`config.mk`:
```
export PLATFORM = sky130hd
export DESIGN_NAME = serial_byte_loader_flat
export DESIGN_NICKNAME = d
export VERILOG_FILES = /design/src/rtl/serial_byte_loader_if.sv /design/src/rtl/serial_byte_loader.sv /design/src/flat_wrapper.sv
export SDC_FILE = /design/constraint.sdc
export NUM_CORES = 1
export LEC_CHECK = 0
export CAP_MARGIN = 25
export CORE_UTILIZATION = 55
export CTS_CLUSTER_SIZE = 14
export DETAILED_ROUTE_END_ITERATION = 6
export DONT_BUFFER_PORTS = 1
export GPL_ROUTABILITY_DRIVEN = 0
export PLACE_DENSITY = 0.7
export SYNTH_ARGS = -nofsm -noshare
export SYNTH_HDL_FRONTEND = slang
export SYNTH_SLANG_ARGS = --single-unit
```
`constraint.sdc`:
```
create_clock -name clk -period 2.3 [get_ports clk]
set_input_delay 0.23 -clock clk [delete_from_list [all_inputs] [get_ports clk]]
set_output_delay 0.23 -clock clk [all_outputs]
set_load 0.1 [all_outputs]
```
`src/rtl/serial_byte_loader_if.sv`:
```
// Handshake and byte-memory bus for serial_byte_loader.
// master = serial source / memory side, slave = the loader.
interface serial_byte_loader_if;
    logic       start;
    logic       bit_in;
    logic       bit_valid;
    logic       bit_ready;
    logic [7:0] data;
    logic       store;
    logic       busy;
    logic       done;
    logic       parity_err;

    modport master (
        output start, bit_in, bit_valid,
        input  bit_ready, data, store, busy, done, parity_err
    );

    modport slave (
        input  start, bit_in, bit_valid,
        output bit_ready, data, store, busy, done, parity_err
    );
endinterface

```
`src/rtl/serial_byte_loader.sv`:
```
// Serial-to-parallel loader feeding an 8-bit latch store; data is registered and frozen around store.
// Optional even-parity 9th bit is enabled with `define SERIAL_PARITY_EN.
module serial_byte_loader #(
    parameter bit          MSB_FIRST    = 1'b1,
    parameter int unsigned STORE_CYCLES = 2
) (
    input logic                 clk,
    input logic                 reset,
    serial_byte_loader_if.slave bus
);

`ifdef SERIAL_PARITY_EN
    typedef enum logic [2:0] {IDLE, SHIFT, PARITY, LOAD, STROBE} state_t;
`else
    typedef enum logic [1:0] {IDLE, SHIFT, LOAD, STROBE} state_t;
`endif

    localparam logic [3:0] STROBE_LAST = 4'(STORE_CYCLES);

    state_t     state_q, state_d;
    logic [7:0] shift_q, shift_d;
    logic [7:0] data_q, data_d;
    logic [3:0] bit_cnt_q, bit_cnt_d;
    logic [3:0] strobe_cnt_q, strobe_cnt_d;
    logic       store_q, store_d;
    logic       done_q, done_d;
    logic [7:0] shift_next;
`ifdef SERIAL_PARITY_EN
    logic       perr_q, perr_d;
`endif

    assign shift_next = MSB_FIRST ? {shift_q[6:0], bus.bit_in}
                                  : {bus.bit_in, shift_q[7:1]};

    always_comb begin
        state_d      = state_q;
        shift_d      = shift_q;
        data_d       = data_q;
        bit_cnt_d    = bit_cnt_q;
        strobe_cnt_d = strobe_cnt_q;
        store_d      = 1'b0;
        done_d       = 1'b0;
`ifdef SERIAL_PARITY_EN
        perr_d       = 1'b0;
`endif
        case (state_q)
            IDLE: begin
                if (bus.start) begin
                    state_d   = SHIFT;
                    shift_d   = 8'h00;
                    bit_cnt_d = 4'd0;
                end
            end
            SHIFT: begin
                if (bus.bit_valid) begin
                    shift_d   = shift_next;
                    bit_cnt_d = bit_cnt_q + 4'd1;
                    if (bit_cnt_q == 4'd7) begin
`ifdef SERIAL_PARITY_EN
                        state_d = PARITY;
`else
                        state_d = LOAD;
`endif
                    end
                end
            end
`ifdef SERIAL_PARITY_EN
            PARITY: begin
                if (bus.bit_valid) begin
                    if (^{shift_q, bus.bit_in}) begin
                        state_d = IDLE;
                        perr_d  = 1'b1;
                    end else begin
                        state_d = LOAD;
                    end
                end
            end
`endif
            LOAD: begin
                data_d       = shift_q;
                strobe_cnt_d = 4'd0;
                state_d      = STROBE;
            end
            STROBE: begin
                // First STROBE cycle keeps store low so data has a full cycle of setup.
                if (strobe_cnt_q == STROBE_LAST) begin
                    state_d = IDLE;
                    done_d  = 1'b1;
                end else begin
                    store_d      = 1'b1;
                    strobe_cnt_d = strobe_cnt_q + 4'd1;
                end
            end
            default: state_d = IDLE;
        endcase
    end

    always_ff @(posedge clk) begin
        if (reset) begin
            state_q      <= IDLE;
            shift_q      <= 8'h00;
            data_q       <= 8'h00;
            bit_cnt_q    <= 4'd0;
            strobe_cnt_q <= 4'd0;
            store_q      <= 1'b0;
            done_q       <= 1'b0;
        end else begin
            state_q      <= state_d;
            shift_q      <= shift_d;
            data_q       <= data_d;
            bit_cnt_q    <= bit_cnt_d;
            strobe_cnt_q <= strobe_cnt_d;
            store_q      <= store_d;
            done_q       <= done_d;
        end
    end

`ifdef SERIAL_PARITY_EN
    always_ff @(posedge clk) begin
        if (reset) perr_q <= 1'b0;
        else       perr_q <= perr_d;
    end

    assign bus.parity_err = perr_q;
    assign bus.bit_ready  = (state_q == SHIFT) || (state_q == PARITY);
`else
    assign bus.parity_err = 1'b0;
    assign bus.bit_ready  = (state_q == SHIFT);
`endif

    assign bus.data  = data_q;
    assign bus.store = store_q;
    assign bus.busy  = (state_q != IDLE);
    assign bus.done  = done_q;

endmodule

```
`src/flat_wrapper.sv`:
```
// flat-port wrapper written by rule: the top's interface ports become plain ports
module serial_byte_loader_flat 
#(
    parameter bit          MSB_FIRST    = 1'b1,
    parameter int unsigned STORE_CYCLES = 2
)
  (clk, reset, bus_start, bus_bit_in, bus_bit_valid, bus_bit_ready, bus_data, bus_store, bus_busy, bus_done, bus_parity_err);
  serial_byte_loader_if bus_i ();
  input logic clk;
  input logic reset;
  input wire logic [$bits(bus_i.start)-1:0] bus_start;
  input wire logic [$bits(bus_i.bit_in)-1:0] bus_bit_in;
  input wire logic [$bits(bus_i.bit_valid)-1:0] bus_bit_valid;
  output wire logic [$bits(bus_i.bit_ready)-1:0] bus_bit_ready;
  output wire logic [$bits(bus_i.data)-1:0] bus_data;
  output wire logic [$bits(bus_i.store)-1:0] bus_store;
  output wire logic [$bits(bus_i.busy)-1:0] bus_busy;
  output wire logic [$bits(bus_i.done)-1:0] bus_done;
  output wire logic [$bits(bus_i.parity_err)-1:0] bus_parity_err;
  assign bus_i.start = bus_start;
  assign bus_i.bit_in = bus_bit_in;
  assign bus_i.bit_valid = bus_bit_valid;
  assign bus_bit_ready = bus_i.bit_ready;
  assign bus_data = bus_i.data;
  assign bus_store = bus_i.store;
  assign bus_busy = bus_i.busy;
  assign bus_done = bus_i.done;
  assign bus_parity_err = bus_i.parity_err;
  serial_byte_loader #(.MSB_FIRST(MSB_FIRST), .STORE_CYCLES(STORE_CYCLES)) u_core (.clk(clk), .reset(reset), .bus(bus_i));
endmodule
```
==> metrics.md <==
| Metric | Value |
|---|---|
| Status | complete, no violations |
| Vias | 945 |
| Root buf cell | clkbuf_4 |
| Seq/Total Area, Yosys | 44.4% |
| Largest family of logic cells by synthesized area | simple AND/OR/NAND/NOR gates |
| Starting Density | 61.3% |
| Layout Utilization | 68.9% |
| Port Buf Inserts | 0 |
| Max Clk Rate | 553 MHz |
| CP arrival | 2060 ps |
| Slew Limit Fails | 0 |
| Clock slew at reported path FFs | 150 ps |
| Num rows | 16 |
| Ys async rst share | 0% |
| Synth Area in Adders | 7.92% |
| ANT cells | 0 |
| Number of buffers added for setup after CTS | 0 |
| Max Cap Viol | 0 |
| Gr usage total | 20.4% |
| Die area | 2490 sq um |
| Die Wd | 49.9 microns |
| DP Worst Slack | 533 ps |
| Worst setup margin | 491 ps |
| CP Max Fanout | 9 |
| Reg-to-reg critical path startpoint | u_core.state_q[0] |
| Area of the mapped netlist | 1260 sq um |
| Worst Hold Class | input port to register |
| Detailed Route Iter0 Violations | 20 |
| Fin Hold WS | 56.7 ps |
| RSZ-0062 raised after global routing | false |
| Fin Clk Skew | 9.60 ps |
| Clock latency on the worst-skew pair | 320 ps |
| Worst-Margin Slew | 997 ps |
| Top_reg_cell synth | dfxtp_1 |
| # hold bufs at CTS | 1 |
| Syn Area/Cell | 9.22 sq um |
| I/O pin count | 18 |
| Initial antenna violation count | 0 |
| CP Capture Type | register |
| First-pass GRT wire length | 3870 microns |
| Gates resized, CTS repair | 0 |
| Post-synthesis xor/xnor area fraction | 0.693% |
| Post-Syn Nets | 150 |
| Data required, critical path | 2550 ps |
| R2R setup slack | 490 ps |
| Critical path origin | u_core.state_q[0] |
| Vias in the first global route | 880 |
| DRC violations left | 0 |
| Startpoint types | register |
| LEAKAGE | 0.000545 uW |
| VDD IR-drop max | 0.00106 V |
| CTS tree | built |
| Cell count after synthesis | 137 |
| Final setup viols | 0 |
| Total CTS buffers | 3 |
| Share of layout cells above drive strength 1 | 20.3% |
| Simple-Gate Fraction of Synth Area | 23.1% |
| Grt ovf | 0 |
| Final antenna-violating net count | 0 |
| Post-DP HPWL | 1550 microns |
| Yosys reg bits | 28 |
| Mux cell area share after synthesis | 8.91% |
| Tmin final | 1810 ps |
| Headroom to the max-slew limit | 33.3% |
| Final Hold Vio Count | 0 |
| Critical path class | register to register |
| Vert. Die Dim | 49.9 microns |
| Final wirelength | 2270 microns |
| Drt wl/cell | 13.0 microns |
| Compound-Gate Fraction of Synth Area | 10.0% |
| Number of synthesized flops with an enable pin | 0 |
| Power density over the cells | 1150 nW/um^2 |
| Max H-tree Level | 1 |
| Hold path start | reset |
| Post-synth cell types | 37 |
| Vias per cell | 5.40 |
| Largest net degree at the start of global routing | 28 |
| Post-Layout Inst Area | 1420 sq um |
| Tcrit/Tclk final | 78.6% |
| 1st-pass router iterations | 4 |
| Final net count | 162 |
| Area Overhead vs Synth | 12.4% |
| CORE AREA | 2060 sq um |
| Deepest clock path buffer count | 2 |
| CTS sink count | 28 |
| Ys Warns | 0 |
| Setup TNS | 0 ps |
| Dpl cell area | 1360 sq um |
layout by cell type, fill, tap and decap left out:
master         count
xor2_1             1
mux2_2             2
a31o_2             1
nand2_1           13
o21ai_0            1
and2b_4            1
or3b_1             1
mux2i_1            9
conb_1             1
or3b_4             1
ha_1               8
or2_2              1
dlygate4sd3_1      1
buf_4             14
nand4_1            2
nor2_1            14
clkbuf_4           3
a21boi_0           1
a31oi_1            1
o21ai_2            1
inv_1              4
o211ai_1           1
nor2b_4            1
nand3_1           12
nor3b_1            2
a211oi_2           1
nor2b_1            2
or3_4              1
a21oi_1           12
nand2b_1           1
bufinv_16          1
dfxtp_1           28
and3_1             1
nor3_1             2
o21ba_2            1
nand2_2            1
critical path, stage by stage (launching register included):
cell and delay, ps:
dfxtp_1 450, inv_1 100, ha_1 240, and2b_4 180
nor3_1 270, buf_4 230, nand3_1 90, a21oi_1 170
cells in the mapped netlist, drive strengths merged (3+ instances only):
| cell type | number | share of area (%) |
|---|---|---|
| buf | 7 | 3.3 |
| nor2 | 14 | 4.2 |
| mux2i | 9 | 7.1 |
| inv | 4 | 1.2 |
| nor2b | 3 | 2.1 |
| ha | 8 | 7.9 |
| nand3 | 12 | 4.8 |
| a21oi | 12 | 4.8 |
| dfxtp | 28 | 44 |
| nand2 | 14 | 4.4 |
sequential cells by signal (all words and copies together) (netlist names):
name and flops:
u_core.bit_cnt_q 4, u_core.strobe_cnt_q 4, u_core.shift_q 8, u_core.bus.data 8, u_core.bus.done 1, u_core.bus.store 1, u_core.state_q 2
layer usage:
| metal | share of wire (%) | track usage (%) | up-vias |
|---|---|---|---|
| met5 | 0 | 0 | - |
| met4 | 0.44 | 5.71 | 0 |
| met3 | 3.5 | 5.86 | 2 |
| met2 | 46 | 32.9 | 12 |
| met1 | 50 | 26.3 | 444 |
| li1 | - | - | 487 |
path summary, 6_finish.rpt:
kind | endpoint | cells past startpoint
worst max-delay path | u_core.shift_q[0] | 7
worst min-delay path | u_core.bit_cnt_q[3] | 1
worst max register to register | u_core.shift_q[0] | 7
worst min register to register | u_core.shift_q[7] | 2
area by class of cell:
type	count	area (sq um)
multi-input cells	97	643
fillers	176	642
clock inverters	1	30.0
clock buffers	3	22.5
flip-flops and latches	28	561
repair buffers	15	115
well taps	27	33.8
inverters	4	15.0
power by group:
group,internal (uW),switching (uW)
Combinational,238,534
Clock,176,141
Sequential,515,30.9
Total,928,706
per-stage QoR:
stage,power (uW),std cells
after floorplan,1200,137
after CTS,1640,175
final,1630,175
after global routing,1720,175
after global placement,1290,170
after detailed placement,1310,170
cells by family after synthesis:
family,after synthesis
mux,11
compound gates,20
buf+inv,12
fa+ha+maj,8
flops,28
xor+xnor,1
other cells,1
simple gates,56
(Power assumes the default switching activity.)
